## src/rtl/sdram_wr_burst.sv

```systemverilog
// Write-side front end for sdram_ctl: a word FIFO feeding a 4-word burst packer.
// Each burst is presented with a start address that advances (with explicit wrap) on every acknowledge.
module sdram_wr_burst #(
    parameter int                DATA_W     = 16,
    parameter int                BURST_LEN  = 4,
    parameter int                FIFO_DEPTH = 16,
    parameter int                ADDR_W     = 22,
    parameter logic [ADDR_W-1:0] ADDR_BASE  = '0,
    parameter logic [ADDR_W-1:0] ADDR_LAST  = 22'h3FFFFC
) (
    input  logic                          clock,
    input  logic                          srst,
    input  logic [DATA_W-1:0]             in_data,
    input  logic                          in_valid,
    output logic                          in_ready,
    input  logic                          flush,
    output logic [BURST_LEN*DATA_W-1:0]   burst_data,
    output logic [BURST_LEN-1:0]          burst_mask,
    output logic [ADDR_W-1:0]             burst_addr,
    output logic                          burst_en,
    input  logic                          burst_ack,
    output logic [$clog2(FIFO_DEPTH):0]   fifo_level,
    output logic                          overflow
);

    localparam int PTR_W = $clog2(FIFO_DEPTH);
    localparam int LVL_W = PTR_W + 1;
    localparam int IDX_W = $clog2(BURST_LEN);

    typedef enum logic [1:0] {IDLE, LOAD, PRESENT} state_t;

    state_t                        state_q, state_d;
    logic [DATA_W-1:0]             mem_q [FIFO_DEPTH];
    logic [PTR_W-1:0]              wr_ptr_q, wr_ptr_d;
    logic [PTR_W-1:0]              rd_ptr_q, rd_ptr_d;
    logic [LVL_W-1:0]              level_q, level_d;
    logic [IDX_W-1:0]              idx_q, idx_d;
    logic [BURST_LEN*DATA_W-1:0]   data_q, data_d;
    logic [BURST_LEN-1:0]          mask_q, mask_d;
    logic [ADDR_W-1:0]             addr_q, addr_d;
    logic                          ovf_q, ovf_d;
    logic                          fp_q, fp_d;
    logic [LVL_W-1:0]              frem_q, frem_d;
    logic [LVL_W-1:0]              frem_dec;
    logic                          push, pop, load_done;

    // A pop in the same cycle frees a slot, so a full FIFO can still take a word while loading.
    always_comb begin
        pop      = (state_q == LOAD) && (level_q != '0);
        in_ready = (level_q < LVL_W'(FIFO_DEPTH)) || pop;
        push     = in_valid && in_ready;
    end

    always_comb begin
        wr_ptr_d  = wr_ptr_q + PTR_W'(push);
        rd_ptr_d  = rd_ptr_q + PTR_W'(pop);
        level_d   = level_q + LVL_W'(push) - LVL_W'(pop);
        ovf_d     = ovf_q | (in_valid & ~in_ready);
        state_d   = state_q;
        idx_d     = idx_q;
        data_d    = data_q;
        mask_d    = mask_q;
        addr_d    = addr_q;
        load_done = (state_q == LOAD) && (idx_q == IDX_W'(BURST_LEN - 1));

        case (state_q)
            IDLE: begin
                if ((level_q >= LVL_W'(BURST_LEN)) || (fp_q && (level_q != '0))) begin
                    state_d = LOAD;
                    idx_d   = '0;
                end
            end
            LOAD: begin
                // An empty FIFO here only happens while flushing; the slot becomes padding.
                for (int k = 0; k < BURST_LEN; k++) begin
                    if (idx_q == IDX_W'(k)) begin
                        data_d[k*DATA_W +: DATA_W] = pop ? mem_q[rd_ptr_q] : '0;
                        mask_d[k]                  = pop;
                    end
                end
                idx_d = idx_q + IDX_W'(1);
                if (load_done) begin
                    state_d = PRESENT;
                end
            end
            PRESENT: begin
                if (burst_ack) begin
                    state_d = IDLE;
                    addr_d  = (addr_q == ADDR_LAST) ? ADDR_BASE : addr_q + ADDR_W'(BURST_LEN);
                end
            end
            default: state_d = IDLE;
        endcase

        // frem counts words that were in the FIFO when flush arrived and are not yet loaded.
        frem_dec = (pop && (frem_q != '0)) ? frem_q - LVL_W'(1) : frem_q;
        frem_d   = frem_dec;
        fp_d     = fp_q;
        if (fp_q && (frem_dec == '0) && (load_done || ((state_q != LOAD) && (level_q == '0)))) begin
            fp_d = 1'b0;
        end
        if (flush && !((level_q == '0) && (state_q != LOAD))) begin
            fp_d   = 1'b1;
            frem_d = level_q - LVL_W'(pop);
        end
    end

    always_ff @(posedge clock) begin
        if (srst) begin
            state_q  <= IDLE;
            wr_ptr_q <= '0;
            rd_ptr_q <= '0;
            level_q  <= '0;
            idx_q    <= '0;
            data_q   <= '0;
            mask_q   <= '0;
            addr_q   <= ADDR_BASE;
            ovf_q    <= 1'b0;
            fp_q     <= 1'b0;
            frem_q   <= '0;
        end else begin
            state_q  <= state_d;
            wr_ptr_q <= wr_ptr_d;
            rd_ptr_q <= rd_ptr_d;
            level_q  <= level_d;
            idx_q    <= idx_d;
            data_q   <= data_d;
            mask_q   <= mask_d;
            addr_q   <= addr_d;
            ovf_q    <= ovf_d;
            fp_q     <= fp_d;
            frem_q   <= frem_d;
        end
    end

    always_ff @(posedge clock) begin
        if (push) begin
            mem_q[wr_ptr_q] <= in_data;
        end
    end

    assign burst_data = data_q;
    assign burst_mask = mask_q;
    assign burst_addr = addr_q;
    assign burst_en   = (state_q == PRESENT);
    assign fifo_level = level_q;
    assign overflow   = ovf_q;

endmodule
```

## config.mk

```make
export PLATFORM = sky130hd
export DESIGN_NAME = sdram_wr_burst
export DESIGN_NICKNAME = d
export VERILOG_FILES = /design/src/rtl/sdram_wr_burst.sv
export SDC_FILE = /design/constraint.sdc
export NUM_CORES = 1
export LEC_CHECK = 0
export CORE_ASPECT_RATIO = 0.9
export CORE_MARGIN = 3
export CORE_UTILIZATION = 40
export DETAILED_ROUTE_END_ITERATION = 10
export GPL_TIMING_DRIVEN = 1
export HOLD_SLACK_MARGIN = 0.05
export PLACE_DENSITY = 0.64
export SKIP_CTS_REPAIR_TIMING = 1
export SYNTH_ARGS = -nofsm -noshare
export SYNTH_HDL_FRONTEND = slang
export SYNTH_SLANG_ARGS = --single-unit
export TNS_END_PERCENT = 20
```

## constraint.sdc

```tcl
create_clock -name clock -period 2.93 [get_ports clock]
set_input_delay 0.879 -clock clock [delete_from_list [all_inputs] [get_ports clock]]
set_output_delay 0.879 -clock clock [all_outputs]
set_load 0.03 [all_outputs]
```

* Word-level counts from Yosys, hierarchy flattened *
Memories as Yosys holds them, arrays and structs flattened. A register that Yosys moved wholly into a read port is not among the register bits.
Index checks and enable logic that the tools add are counted.

operators by class
  add/subtract/negate cells = 8
  mux-type cells = 15
  magnitude comparators = 2
  reductions and logical operators = 28
  bitwise logic cells = 3
  equality and inequality tests = 10

operators by type and width
  cell                                                                count
  adder 22 x 3 -> 22 bit (second input constant)                      1
  == test 22 bit (second input constant)                              1
  two-way mux 22 bit                                                  1
  two-way mux 16 bit                                                  1
  AND reduction 2 bit                                                 6
  logical NOT 5 bit                                                   2
  two-way mux 5 bit                                                   2
  nonzero test 5 bit                                                  2
  subtractor 5 x 1 -> 5 bit                                           2
  logical AND 1 bit                                                   9
  adder 4 x 1 -> 4 bit                                                2
  two-way mux 2 bit                                                   4
  == test 2 bit (second input constant)                               3
  case mux 2 bit (3 select lines)                                     1
  adder 5 x 1 -> 5 bit                                                1
  greater-or-equal comparator 5 x 3 -> 1 bit (second input constant)  1
  < comparator 5 bit (second input constant)                          1
  subtractor 5 x 1 -> 5 bit (second input constant)                   1
  == test 2 x 1 -> 1 bit (second input constant)                      2
  logical NOT 2 bit                                                   2
  two-way mux 1 bit                                                   4
  two-way mux 4 bit                                                   1
  inequality test 2 x 1 -> 1 bit (second input constant)              2
  inequality test 2 bit (second input constant)                       2
  9 further kinds                                                     12

word-level totals
  register bits after elaboration = 114
  output and inout bits = 98
  memories = 1
  input port bits = 21
  logic and storage cells = 84
  bits in writable memories = 256

memories
  memory  words  width  read ports  clocked after Yosys merged registers in  write ports  line  RTL
  mem_q   16     16     1           1                                        1            33    logic [DATA_W-1:0] mem_q [FIFO_DEPTH];

* Longest topological paths before layout *
Gate-level depths: netlist of run 1.

  depth after elaboration = 9
  mapped depth = 14
  depth with buffers taken out = 13

* Least setup slack after synthesis of run 1 *
No wires, ideal clock.

  kind = flip-flop to flip-flop
  from = reg level_q[2], in the netlist fifo_level[2]
  to = reg level_q[4], in the netlist fifo_level[4]
  data required time = 2860 ps
  arrival time = 2975 ps
  clock period less this slack = 3045 ps
  cell stages (with the launch flop) = 15
  path slack = -115 ps
  path buffers = 1
  library setup time = 70 ps
  cells stage by stage = dfxtp_1 -> inv_1 -> ha_1 -> or4b_1 -> buf_2 -> nand2_2 -> inv_2 -> ha_1 -> inv_1 -> ha_1 -> fa_1 -> a21oi_1 -> nor2_1 -> or3_1 -> a21oi_1

between the ends
  longest elaborated chain between the ends = 6
  elaborated cells between the ends (all ways) = 7
  those cells by class = 2 x add/sub; 1 x order compare; 4 x reduce/logical

RTL lines
  what                           line  RTL
  start, declared                36    logic [LVL_W-1:0] level_q, level_d;
  start signal, assigned         125   level_q <= level_d;
  nonzero test 5 bit (*)         49    pop = (state_q == LOAD) && (level_q != '0);
  logical AND 1 bit (*)          49
  named net pop                  45    logic push, pop, load_done;
  logical OR 1 bit               50    in_ready = (level_q < LVL_W'(FIFO_DEPTH)) || pop;
  logical AND 1 bit              51    push = in_valid && in_ready;
  adder 5 x 1 -> 5 bit           57    level_d = level_q + LVL_W'(push) - LVL_W'(pop);
  subtractor 5 x 1 -> 5 bit (*)  57

Mark *: on every way through the listed nets, which the timed path passes. The rest lies on a longest branch.
A chain may end at the register's enable or synchronous reset.

* Final worst setup path of run 1 *
  from = reg level_q[3], in the netlist fifo_level[3]
  to = reg level_q[4], in the netlist fifo_level[4]

Same word-level chain as after synthesis.

==> reports/qor.txt, run 1 <==
Drt initial violations -> 573
Syn avg cell area -> 15.85 um^2
Worst Setup EP -> fifo_level[4]
CTS H-tree depth -> 2
Die H -> 187.0 um
Critical-path maximum fanout -> 6
Post-DP HPWL -> 21,700 um
CP Class -> flop to flop
Detailed-route wire length -> 32,470 um
Status -> complete, no violations
Tightest Pin Transition -> 1.139 ns
Maximum clock rate -> 356.5 MHz
Final hold vios -> 0
R2R Path Start -> fifo_level[3]
Sequential fraction of the synthesis area -> 0.6817
Largest net degree at the start of global routing -> 56
Seq. cell area -> 9938 um^2
Detail Route Antenna Nets -> 0
Leakage -> 6.031 nW
Async SR Flop Fraction -> 0
Share of cells above drive strength 1 -> 0.1805
Grt total ovfl -> 0
CP startpoint -> fifo_level[3]
Synth unique cells -> 59
Area of the multi-input gates -> 4338 um^2
I/O Pins -> 119
Warnings, synthesis -> 0
Synth top cells by count -> edfxtp_1 (256), dfxtp_1 (112), mux4_2 (58), nor2_1 (58), o21ai_0 (46)
Largest cells by area after synthesis -> edfxtp_1 (53%), dfxtp_1 (15%), mux4_2 (9.0%)
Gate power share -> 0.235
Synth top area share -> 0.5277
Syn Inst Count -> 919
Core Region -> 35,460 um^2
Count leader, synth -> edfxtp_1
Remaining DRCs -> 0
Critical Path Start Type -> flop
FILL cells -> 2,973
I/O Buffers -> 116
DR vias -> 8,456
TritonRoute pass-1 iters -> 4
Critical Path RT -> 3.39 ns
Flops & latches, synth -> 368
Hold Path Class -> flop to flop
Die ar. -> 38,740 um^2
Number of synthesized flops with an enable pin -> 256
Setup slack, reg-to-reg -> 0.13 ns
Clock transition at path regs -> 0.06 ns
Pre-CTS WS -> -0.1047 ns
Crit. End Element -> flop
Row count -> 65
Final Worst Setup Slack -> 0.1251 ns
Min-delay src -> burst_data[50]
Skew final -> 0.008496 ns
Antenna violations before repair -> 0
Unrepaired setup endpoints after global routing -> no
Clk pwr share -> 0.323
Main flop type after synthesis -> edfxtp_1
Worst slew margin -> 0.2376
Switching share of power -> 0.2845
Worst flop-to-flop path endpoint -> fifo_level[4]
Starting Density -> 0.4108
Finish-stage setup viols -> 0
Total CTS buffers -> 39
Clock latency on the worst-skew pair -> 0.53 ns
Min cycle time layout -> 2.805 ns
Vias in the first global route -> 8,584
Register share of total power -> 0.442
R2R depth -> 13
Synthesis-to-layout area growth -> 22.37%
First-pass GRT wire length -> 50,720 um
Fin Setup TNS -> 0 ns
Synth area leader -> edfxtp_1
Gr usage total -> 0.1654
Clk buf depth -> 3
Worst vdd ir -> 0.3840 mV
CTS tree -> done
Slew Viols, Final -> 0
CTS Sinks -> 368
Die span in x -> 207.2 um
Cell Area, Synth -> 14,570 um^2
Max Cap Viol -> 0
Internal power -> 9.832 mW
Power density cells -> 771.0 nW/um^2
Crit path DAT -> 3.27 ns
Average wire per standard cell -> 20.42 um
Final Cycle Share -> 0.9573
Clock root cell -> clkbuf_16
Via/cell ratio -> 5.318
Switch Pwr -> 3.910 mW
GP Congestion -> 0.7828
Nets -> 1,133
==> power groups by stage <==
stage / sequential, mW / clock, mW / combinational, mW
floorplan: 6.41 / 0 / 1.86
global placement: 6.17 / 0 / 3.17
detailed placement: 6.18 / 0 / 3.20
CTS: 6.07 / 4.56 / 3.21
global route: 6.11 / 4.77 / 3.52
finish: 6.08 / 4.44 / 3.22
==> per-layer routing <==
metal / track usage / up-vias / wire length (um)
met5: 0 / - / 0
met4: 0.03942 / 0 / 583
met3: 0.03404 / 47 / 1853
met2: 0.2590 / 218 / 14820
met1: 0.2393 / 4238 / 15210
li1: - / 3953 / -
==> sequential cells by signal (all words and copies together), names as in the netlist, 2 cells and up <==
name and count:
frem_q 5, burst_addr 20, idx_q 2, burst_data 64
wr_ptr_q 4, rd_ptr_q 4, state_q 2, burst_mask 4
mem_q 256, fifo_level 5
==> worst min-delay path by stage <==
stage / end / slack [ns] / cells past startpoint
detailed placement: burst_data[50] / 0.44 / 1
CTS: burst_data[50] / 0.45 / 1
global route: burst_data[50] / 0.46 / 1
global placement: burst_data[50] / 0.43 / 1
finish: burst_data[50] / 0.45 / 1
floorplan: fp_q / 0.49 / 2
==> critical path, stage by stage, from the launching register on <==
cell and delay [ns]:
dfxtp_2 0.32, inv_2 0.11, ha_4 0.16, or4b_4 0.47
nand2_2 0.10, inv_2 0.08, ha_1 0.28, inv_1 0.04
ha_1 0.20, fa_2 0.34, a21oi_1 0.14, nor2_1 0.06
or3_1 0.33, a21oi_2 0.13
==> layout make-up <==
| type | count | share of cell area |
|---|---|---|
| inverter | 18 | 0.003791 |
| timing repair buffer | 182 | 0.09799 |
| clock inverter | 18 | 0.005967 |
| antenna | 2 | 0.0002808 |
| tap | 469 | 0.03292 |
| clock buffer | 52 | 0.05812 |
| sequential | 368 | 0.5576 |
| multi-input combinational | 481 | 0.2434 |
==> cells in the final DEF (no fill, tap or decap), drive strengths merged, types with 38 or more instances in the layout <==
cell type	instances
clkbuf	52
a2bb2oi	42
mux2i	38
mux4	58
o21ai	47
dfxtp	112
edfxtp	256
nor2	59
buf	66
clkdlybuf4s50	115
==> cell families (layout without fill, tap and decap cells) <==
logic type / count (synthesis) / after routing / share of synthesized area
flops: 368 / 368 / 0.6817
fa+ha+maj: 22 / 22 / 0.01941
other cells: 1 / 4 / 0.0002574
xor+xnor: 30 / 30 / 0.01804
compound gates: 175 / 175 / 0.08340
mux: 99 / 99 / 0.1181
buf+inv: 71 / 270 / 0.02371
simple gates: 153 / 153 / 0.05540
==> stage by stage <==
step | total power [mW] | cells | cell area (um^2) | utilization | hold slack (ns)
finish | 13.74 | 1590 | 17820 | 0.5027 | 0.4484
global route | 14.40 | 1588 | 17820 | 0.5025 | 0.4648
CTS | 13.84 | 1588 | 17790 | 0.5018 | 0.4529
detailed placement | 9.380 | 1518 | 16650 | 0.4696 | 0.4393
global placement | 9.340 | 1518 | 16650 | 0.4696 | 0.4329
floorplan | 8.268 | 920 | 14570 | - | 0.4861
(Power assumes the default switching activity.)
==> inputs of run 2 (changes only) <==
Settings changed: GPL_TIMING_DRIVEN 1 to 0.
==> reports/qor.txt, run 2 (synthesis results as in run 1) <==
I/O Buffers -> 116 (unchanged)
Synthesis-to-layout area growth -> 23.15% (was 22.37%)
Critical Path RT -> 3.38 ns (was 3.39 ns)
CTS tree -> done (unchanged)
Unrepaired setup endpoints after global routing -> yes (was no)
Crit. End Element -> flop (unchanged)
Clock latency on the worst-skew pair -> 0.54 ns (was 0.53 ns)
Core Region -> 35,460 um^2 (unchanged)
Die H -> 187.0 um (unchanged)
Share of cells above drive strength 1 -> 0.1723 (was 0.1805)
Clock transition at path regs -> 0.06 ns (about the same)
Clock root cell -> clkbuf_16 (unchanged)
Gr usage total -> 0.1696 (was 0.1654)
Tightest Pin Transition -> 0.9908 ns (was 1.139 ns)
Hold Path Class -> flop to flop (unchanged)
R2R depth -> 14 (was 13)
Max Cap Viol -> 0 (unchanged)
Total CTS buffers -> 39 (unchanged)
CP Class -> flop to flop (unchanged)
Power, Total -> 14.10 mW (was 13.74 mW)
Die span in x -> 207.2 um (unchanged)
Grt total ovfl -> 0 (unchanged)
I/O Pins -> 119 (unchanged)
Most frequent cells in the layout -> edfxtp_1 (256), clkdlybuf4s50_1 (115), dfxtp_1 (110) (was edfxtp_1 (256), clkdlybuf4s50_1 (115), dfxtp_1 (107))
Most common cell after layout, fill and taps aside -> edfxtp_1 (unchanged)
Finish-stage setup viols -> 0 (unchanged)
CTS H-tree depth -> 2 (unchanged)
Detailed-route wire length -> 33,710 um (was 32,470 um)
Die ar. -> 38,740 um^2 (unchanged)
Switching share of power -> 0.2873 (was 0.2845)
First-pass GRT wire length -> 51,780 um (was 50,720 um)
Largest register by flop count -> mem_q (unchanged)
Via/cell ratio -> 5.376 (was 5.318)
Worst vdd ir -> 0.4116 mV (was 0.3840 mV)
Post-DP HPWL -> 23,320 um (was 21,700 um)
Skew final -> 0.02200 ns (was 0.008496 ns)
TritonRoute pass-1 iters -> 4 (unchanged)
Gate power share -> 0.232 (was 0.235)
Worst slew margin -> 0.3359 (was 0.2376)
Slew Viols, Final -> 0 (unchanged)
Antenna violations before repair -> 1 (was 0)
Clk buf depth -> 3 (unchanged)
Min-delay src -> burst_data[53] (was burst_data[50])
Critical Path Start Type -> flop (unchanged)
Fin util -> 0.5059 (was 0.5027)
Vias in the first global route -> 8,506 (was 8,584)
GP Congestion -> 0.7755 (was 0.7828)
Row count -> 65 (unchanged)
Max reg flops -> 256 (unchanged)
Drt initial violations -> 643 (was 573)
R2R Path Start -> fifo_level[2] (was fifo_level[3])
Leakage -> 6.011 nW (was 6.031 nW)
CP startpoint -> fifo_level[2] (was fifo_level[3])
Status -> complete, no violations (unchanged)
Maximum clock rate -> 345.0 MHz (was 356.5 MHz)
Final Cycle Share -> 0.9894 (was 0.9573)
Worst hold stages -> 1 (unchanged)
Critical-path maximum fanout -> 6 (unchanged)
Min cycle time layout -> 2.899 ns (was 2.805 ns)
Register share of total power -> 0.431 (was 0.442)
Power density cells -> 786.2 nW/um^2 (was 771.0 nW/um^2)
Detail Route Antenna Nets -> 0 (unchanged)
Switch Pwr -> 4.052 mW (was 3.910 mW)
Starting Density -> 0.4108 (unchanged)
CTS Sinks -> 368 (unchanged)
Internal power -> 10.05 mW (was 9.832 mW)
Final hold vios -> 0 (unchanged)
Nets -> 1,141 (was 1,133)
Remaining DRCs -> 0 (unchanged)
Average wire per standard cell -> 21.12 um (was 20.42 um)
Crit path DAT -> 3.35 ns (was 3.27 ns)
Clk pwr share -> 0.337 (was 0.323)
DR vias -> 8,580 (was 8,456)
Largest net degree at the start of global routing -> 17 (was 56)
run 2: cell types whose count changed in the layout (fill, tap and decap cells not counted), sizes merged:
| cell | change |
|---|---|
| inv | -5 |
| bufinv | +3 |
| clkinv | +2 |
| buf | -14 |
| diode | -1 |
| clkbuf | +20 |
| clkinvlp | +1 |
run 2: per-layer routing:
metal | vias to the layer above | part of all wire | global-route usage
li1 | 3968 | - | -
met1 | 4335 | 0.46 | 0.2409
met2 | 225 | 0.47 | 0.2747
met3 | 50 | 0.054 | 0.03052
met4 | 2 | 0.017 | 0.03863
met5 | - | 0.00033 | 0
run 2: worst paths after layout:
check | end | slack (ns)
max | fifo_level[4] | 0.03
min | burst_data[53] | 0.45
max reg2reg | fifo_level[4] | 0.03
min reg2reg | burst_data[53] | 0.45
run 2: per-stage QoR:
stage / worst slack, ns / hold slack (ns) / cells / instance area (um^2) / TNS (ns)
floorplan: 0.003148 / 0.4861 / 920 / 14570 / 0
global placement: -1.561 / 0.4341 / 1505 / 16320 / -231.97
detailed placement: -0.3325 / 0.4389 / 1521 / 16610 / -17.44
CTS: -0.2229 / 0.4527 / 1590 / 17840 / -0.2229
global route: -0.05758 / 0.4635 / 1595 / 17940 / -0.05758
finish: 0.03113 / 0.4481 / 1596 / 17940 / 0
run 2: area by class of cell:
type	count	area, um^2
fill	2941	17520
sequential	368	9935
multi-input combinational	481	4384
timing repair buffer	137	1438
clock buffer	50	1027
tap	469	586.8
buffer	53	284.0
clock inverter	19	206.4
inverter	18	75.07
antenna	1	2.502
run 2: critical path, cell delays in order (launching register included):
cell and delay, ns:
dfxtp_4 0.36, inv_4 0.07, ha_4 0.14, or4b_4 0.46
buf_6 0.15, nand2_8 0.09, inv_4 0.06, ha_1 0.27
inv_1 0.04, ha_2 0.18, fa_2 0.38, a21oi_2 0.13
nor2_1 0.06, or3_1 0.30, a21oi_1 0.13
run 2: power by group through the flow:
| stage | sequential (mW) | combinational [mW] | clock (mW) |
|---|---|---|---|
| floorplan | 6.41 | 1.86 | 0 |
| global placement | 6.17 | 3.09 | 0 |
| detailed placement | 6.18 | 3.15 | 0 |
| CTS | 6.07 | 3.16 | 4.84 |
| global route | 6.11 | 3.55 | 5.06 |
| finish | 6.08 | 3.27 | 4.76 |
==> inputs of run 3 (changes only) <==
Settings changed: PLACE_DENSITY 0.64 to 0.65.
==> reports/qor.txt, run 3 (synthesis results as in run 1) <==
Status -> complete, no violations (unchanged)
Slew Viols, Final -> 0 (unchanged)
Critical Path Start Type -> flop (unchanged)
First-pass GRT wire length -> 52,060 um (was 51,780 um)
Power density cells -> 775.1 nW/um^2 (was 786.2 nW/um^2)
Remaining DRCs -> 0 (unchanged)
Largest register by flop count -> mem_q (unchanged)
Clock root cell -> clkbuf_16 (unchanged)
Clock latency on the worst-skew pair -> 0.53 ns (was 0.54 ns)
Finish-stage setup viols -> 0 (unchanged)
FILL cells -> 2,944 (was 2,941)
GP Congestion -> 0.7534 (was 0.7755)
Vias in the first global route -> 8,638 (was 8,506)
Clk buf depth -> 3 (unchanged)
Max stage delay on crit path -> 0.45 ns (was 0.46 ns)
Gr usage total -> 0.1697 (was 0.1696)
Placed Cells -> 1,521 (unchanged)
Maximum clock rate -> 350.0 MHz (was 345.0 MHz)
Row count -> 65 (unchanged)
Largest net degree at the start of global routing -> 17 (unchanged)
Detail Route Antenna Nets -> 0 (unchanged)
Nets -> 1,145 (was 1,141)
Final Cycle Share -> 0.9752 (was 0.9894)
Pre-CTS WS -> -0.3507 ns (was -0.3325 ns)
Critical Path RT -> 3.38 ns (about the same)
Crit path DAT -> 3.31 ns (was 3.35 ns)
Hold Path Class -> flop to flop (unchanged)
Die ar. -> 38,740 um^2 (unchanged)
Die span in x -> 207.2 um (unchanged)
CTS tree -> done (unchanged)
Average wire per standard cell -> 20.76 um (was 21.12 um)
DR vias -> 8,583 (was 8,580)
N_diodes -> 0 (was 1)
Most common cell after layout, fill and taps aside -> edfxtp_1 (unchanged)
Max reg flops -> 256 (unchanged)
Detailed-route wire length -> 33,220 um (was 33,710 um)
Max Cap Viol -> 0 (unchanged)
Share of cells above drive strength 1 -> 0.1751 (was 0.1723)
Worst vdd ir -> 0.4206 mV (was 0.4116 mV)
CTS Sinks -> 368 (unchanged)
Grt total ovfl -> 0 (unchanged)
Hold Slack -> 0.4493 ns (was 0.4481 ns)
Drt initial violations -> 632 (was 643)
Synthesis-to-layout area growth -> 23.15% (unchanged)
Min cycle time layout -> 2.857 ns (was 2.899 ns)
Clock transition at path regs -> 0.06 ns (about the same)
Non-Filler Instances -> 1,600 (was 1,596)
Unrepaired setup endpoints after global routing -> yes (unchanged)
Post-DP HPWL -> 23,410 um (was 23,320 um)
Crit-path cells -> inv_4 > ha_4 > or4b_4 > buf_6 > nand2_8 > inv_8 > ha_4 > inv_2 > ha_4 > fa_2 > a21oi_2 > nor2_1 > or3_1 > a21oi_1 (was inv_4 > ha_4 > or4b_4 > buf_6 > nand2_8 > inv_4 > ha_1 > inv_1 > ha_2 > fa_2 > a21oi_2 > nor2_1 > or3_1 > a21oi_1)
Critical-path maximum fanout -> 6 (unchanged)
Critical path's most frequent cell -> ha_4 (was inv_4)
Antenna violations before repair -> 1 (unchanged)
Final Worst Setup Slack -> 0.07266 ns (was 0.03113 ns)
Leakage -> 6.004 nW (was 6.011 nW)
Via/cell ratio -> 5.364 (was 5.376)
Power, Total -> 13.90 mW (was 14.10 mW)
CTS H-tree depth -> 2 (unchanged)
Worst slew margin -> 0.3196 (was 0.3359)
I/O Pins -> 119 (unchanged)
CP Class -> flop to flop (unchanged)
Total CTS buffers -> 38 (was 39)
Die H -> 187.0 um (unchanged)
Tightest Pin Transition -> 1.015 ns (was 0.9908 ns)
Crit. End Element -> flop (unchanged)
Most frequent cells in the layout -> edfxtp_1 (256), clkdlybuf4s50_1 (115), dfxtp_1 (110) (unchanged)
Final hold vios -> 0 (unchanged)
Slowest cell on crit path -> or4b_4 (unchanged)
I/O Buffers -> 116 (unchanged)
Skew final -> 0.01273 ns (was 0.02200 ns)
Core Region -> 35,460 um^2 (unchanged)
Starting Density -> 0.4108 (unchanged)
Fin util -> 0.5059 (unchanged)
TritonRoute pass-1 iters -> 7 (was 4)
-- run 3: cell count changes in the layout (fill, tap and decap cells not counted), moves of 2 or more --
cell	previous run	this run
buf_16	0	2
buf_4	9	14
buf_6	3	6
buf_8	15	10
bufinv_16	3	1
clkbuf_8	1	3
clkinv_1	6	10
clkinv_2	5	3
ha_4	1	3
inv_4	3	1
-- run 3: critical path, delay by kind of cell (launching register included) --
kind	cells	cell delay [ns]
buffers and inverters	4	0.30
DFF	1	0.33
adders and majority gates	4	0.92
and+or+nand+nor	4	0.93
AOI/OAI and AO/OA	2	0.27
-- run 3: path summary, 6_finish.rpt --
kind                   from        endpoint  slack (ns)  cells past startpoint
min          burst_data[54]  burst_data[54]        0.45                      1
max reg2reg   fifo_level[3]   fifo_level[4]        0.07                     14
max           fifo_level[3]   fifo_level[4]        0.07                     14
min reg2reg  burst_data[54]  burst_data[54]        0.45                      1
-- run 3: cell type report --
cell class,instances,area (um^2),area share
Sequential cell,368,9935,0.5538
Multi-Input combinational cell,481,4407,0.2457
Timing Repair Buffer,142,1489,0.08300
Clock buffer,51,1031,0.05747
Tap cell,469,586.8,0.03271
Buffer,53,284.0,0.01583
Clock inverter,18,123.9,0.006905
Inverter,18,82.58,0.004603
-- run 3: power by group --
group	switching (mW)	total [mW]	internal, mW
registers	0.206	6.07	5.87
clock network	1.93	4.50	2.57
logic	1.86	3.34	1.47
total	4.00	13.9	9.91
-- run 3: metal layers --
| metal | track usage | up-vias | routed length (um) |
|---|---|---|---|
| li1 | - | 3966 | - |
| met1 | 0.2477 | 4338 | 15400 |
| met2 | 0.2656 | 231 | 15230 |
| met3 | 0.03102 | 46 | 1935 |
| met4 | 0.04176 | 2 | 635 |
| met5 | 0 | - | 13 |
-- run 3: stage by stage --
stage                     TNS [ns]  instance area (um^2)
after global routing      -0.04552                 17940
after CTS                  -0.2369                 17780
after detailed placement    -9.796                 16620
final                            0                 17940
after floorplan                  0                 14570
after global placement     -218.84                 16320
==> patch: new RTL, config.mk and constraints of run 2 <==
`DATA_W`: 16 -> 18.
--- a/src/rtl/sdram_wr_burst.sv
+++ b/src/rtl/sdram_wr_burst.sv
@@ -3,3 +3,3 @@
 module sdram_wr_burst #(
-    parameter int                DATA_W     = 16,
+    parameter int                DATA_W     = 18,
     parameter int                BURST_LEN  = 4,
Ports: changed (resized burst_data and in_data); port bits go from 119 to 129. No check against the original RTL was run, so the function may have changed too.
==> patch against run 2 <==
Synthesized area increased by 11%; die area grew 11%; wire length is 18% higher; sequential cell count grew 40; the flow now finishes with violations (negative setup slack); power rose by 9.5%; count of clock-buffer cells in the layout grew 3; final area grew 10%; cell count increased by 15%; largest cell class unchanged; fmax is 1.9% lower; setup slack lost 0.056 ns; via count increased by 19%.
==> patch: results (changes against run 2) <==
| Metric | Value |
|---|---|
| Clock latency on the worst-skew pair | 0.52 ns (was 0.54 ns) |
| CP max stage delay | 0.62 ns (was 0.46 ns) |
| Seq/total area | 0.558 (was 0.554) |
| VDD IR-drop max | 0.415 mV (was 0.412 mV) |
| Gr usage total | 0.182 (was 0.170) |
| Switching Share | 0.292 (was 0.287) |
| Cell variety after synth | 66 (was 59) |
| Status | complete, but fails checks (was completed) |
| Area of the multi-input gates | 4760 um2 (was 4380 um2) |
| Final Routed Wirelength | 39900 um (was 33700 um) |
| Largest delay share family, worst path | buffers and inverters (was adder cells) |
| Initial antenna violation count | 2 (was 1) |
| Skew final | 0.0131 ns (was 0.0220 ns) |
| Clock group share of total power | 0.333 (was 0.337) |
| Met3 WL | 2750 um (was 1810 um) |
| Placed wire-length estimate | 27600 um (was 23300 um) |
| Final Power | 15.4 mW (was 14.1 mW) |
| Largest register FFs | 288 (was 256) |
| ANT cells | 0 (was 1) |
| Hold slack | 0.461 ns (was 0.448 ns) |
| Final net count | 1311 (was 1141) |
| Max-slew headroom | 0.243 (was 0.336) |
| Inserted Clock Buffers | 42 (was 39) |
| Non-clock inverter count | 20 (was 18) |
| Met2 Track Usage GR | 0.289 (was 0.275) |
| Drt pass-1 iters | 5 (was 4) |
| NonClk Buf Share | 0.0972 (was 0.0960) |
| Grt met3 use | 0.0348 (was 0.0305) |
| Count of multi-input gates | 580 (was 481) |
| Vias in the first global route | 10000 (was 8506) |
| Routed len/inst | 21.8 um (was 21.1 um) |
| Critical Path Fanout Max | 10 (was 6) |
| Final setup vio count | 4 (was 0) |
| I/O Buffers | 125 (was 116) |
| Layout cell share with drive strength beyond 1 | 0.145 (was 0.172) |
| Failing checks | negative setup slack |
| Worst reg2reg path depth | 5 (was 14) |
| CP max-delay cell | clkbuf_1 (was or4b_4) |
| Largest cells by area after synthesis | edfxtp_1, dfxtp_1, mux4_2, mux2i_1, o221ai_1 (was edfxtp_1, dfxtp_1, mux4_2, mux2i_1, a2bb2oi_1) |
| Worst hold stages | 2 (was 1) |
| Total negative slack | -0.0425 ns (was 0 ns) |
| Arr. time, crit path | 3.39 ns (was 3.35 ns) |
| Layout area overhead | 22.6% (was 23.1%) |
| Placer Congestion | 0.813 (was 0.776) |
| Hold endpoint | burst_data[18]$_SDFFE_PP0P_ (was burst_data[53]$_SDFFE_PP0P_) |
| Final worst slack | -0.0245 ns (was 0.0311 ns) |
| Metal1 wirelength | 18100 um (was 15600 um) |
==> patch: changes by cell type after synthesis, sizes merged, moves of 13 or more <==
| cell | before | now |
|---|---|---|
| nand2 | 18 | 99 |
| o221ai | 0 | 71 |
| a2bb2oi | 42 | 0 |
| mux2i | 38 | 74 |
| a22oi | 3 | 37 |
| edfxtp | 256 | 288 |
| nor2 | 59 | 32 |
| mux4 | 58 | 35 |
| a21o | 14 | 1 |
| o22ai | 14 | 1 |
==> patch: worst min-delay path, cell delays in order (launching register included) <==
cell	delay, ns
dfxtp_1	0.32
nand2_1	0.05
o221ai_1	0.06
==> patch: cell families after synthesis <==
family / count (synthesis) / share of synthesized area
AO/OA/AOI/OAI: 207 / 0.0929
XOR/XNOR: 21 / 0.0114
adder cells (fa/ha/maj): 22 / 0.0175
buffers and inverters: 85 / 0.0270
flip-flops: 408 / 0.684
multiplexers: 109 / 0.0947
other: 1 / 0.000232
AND/OR/NAND/NOR: 219 / 0.0720
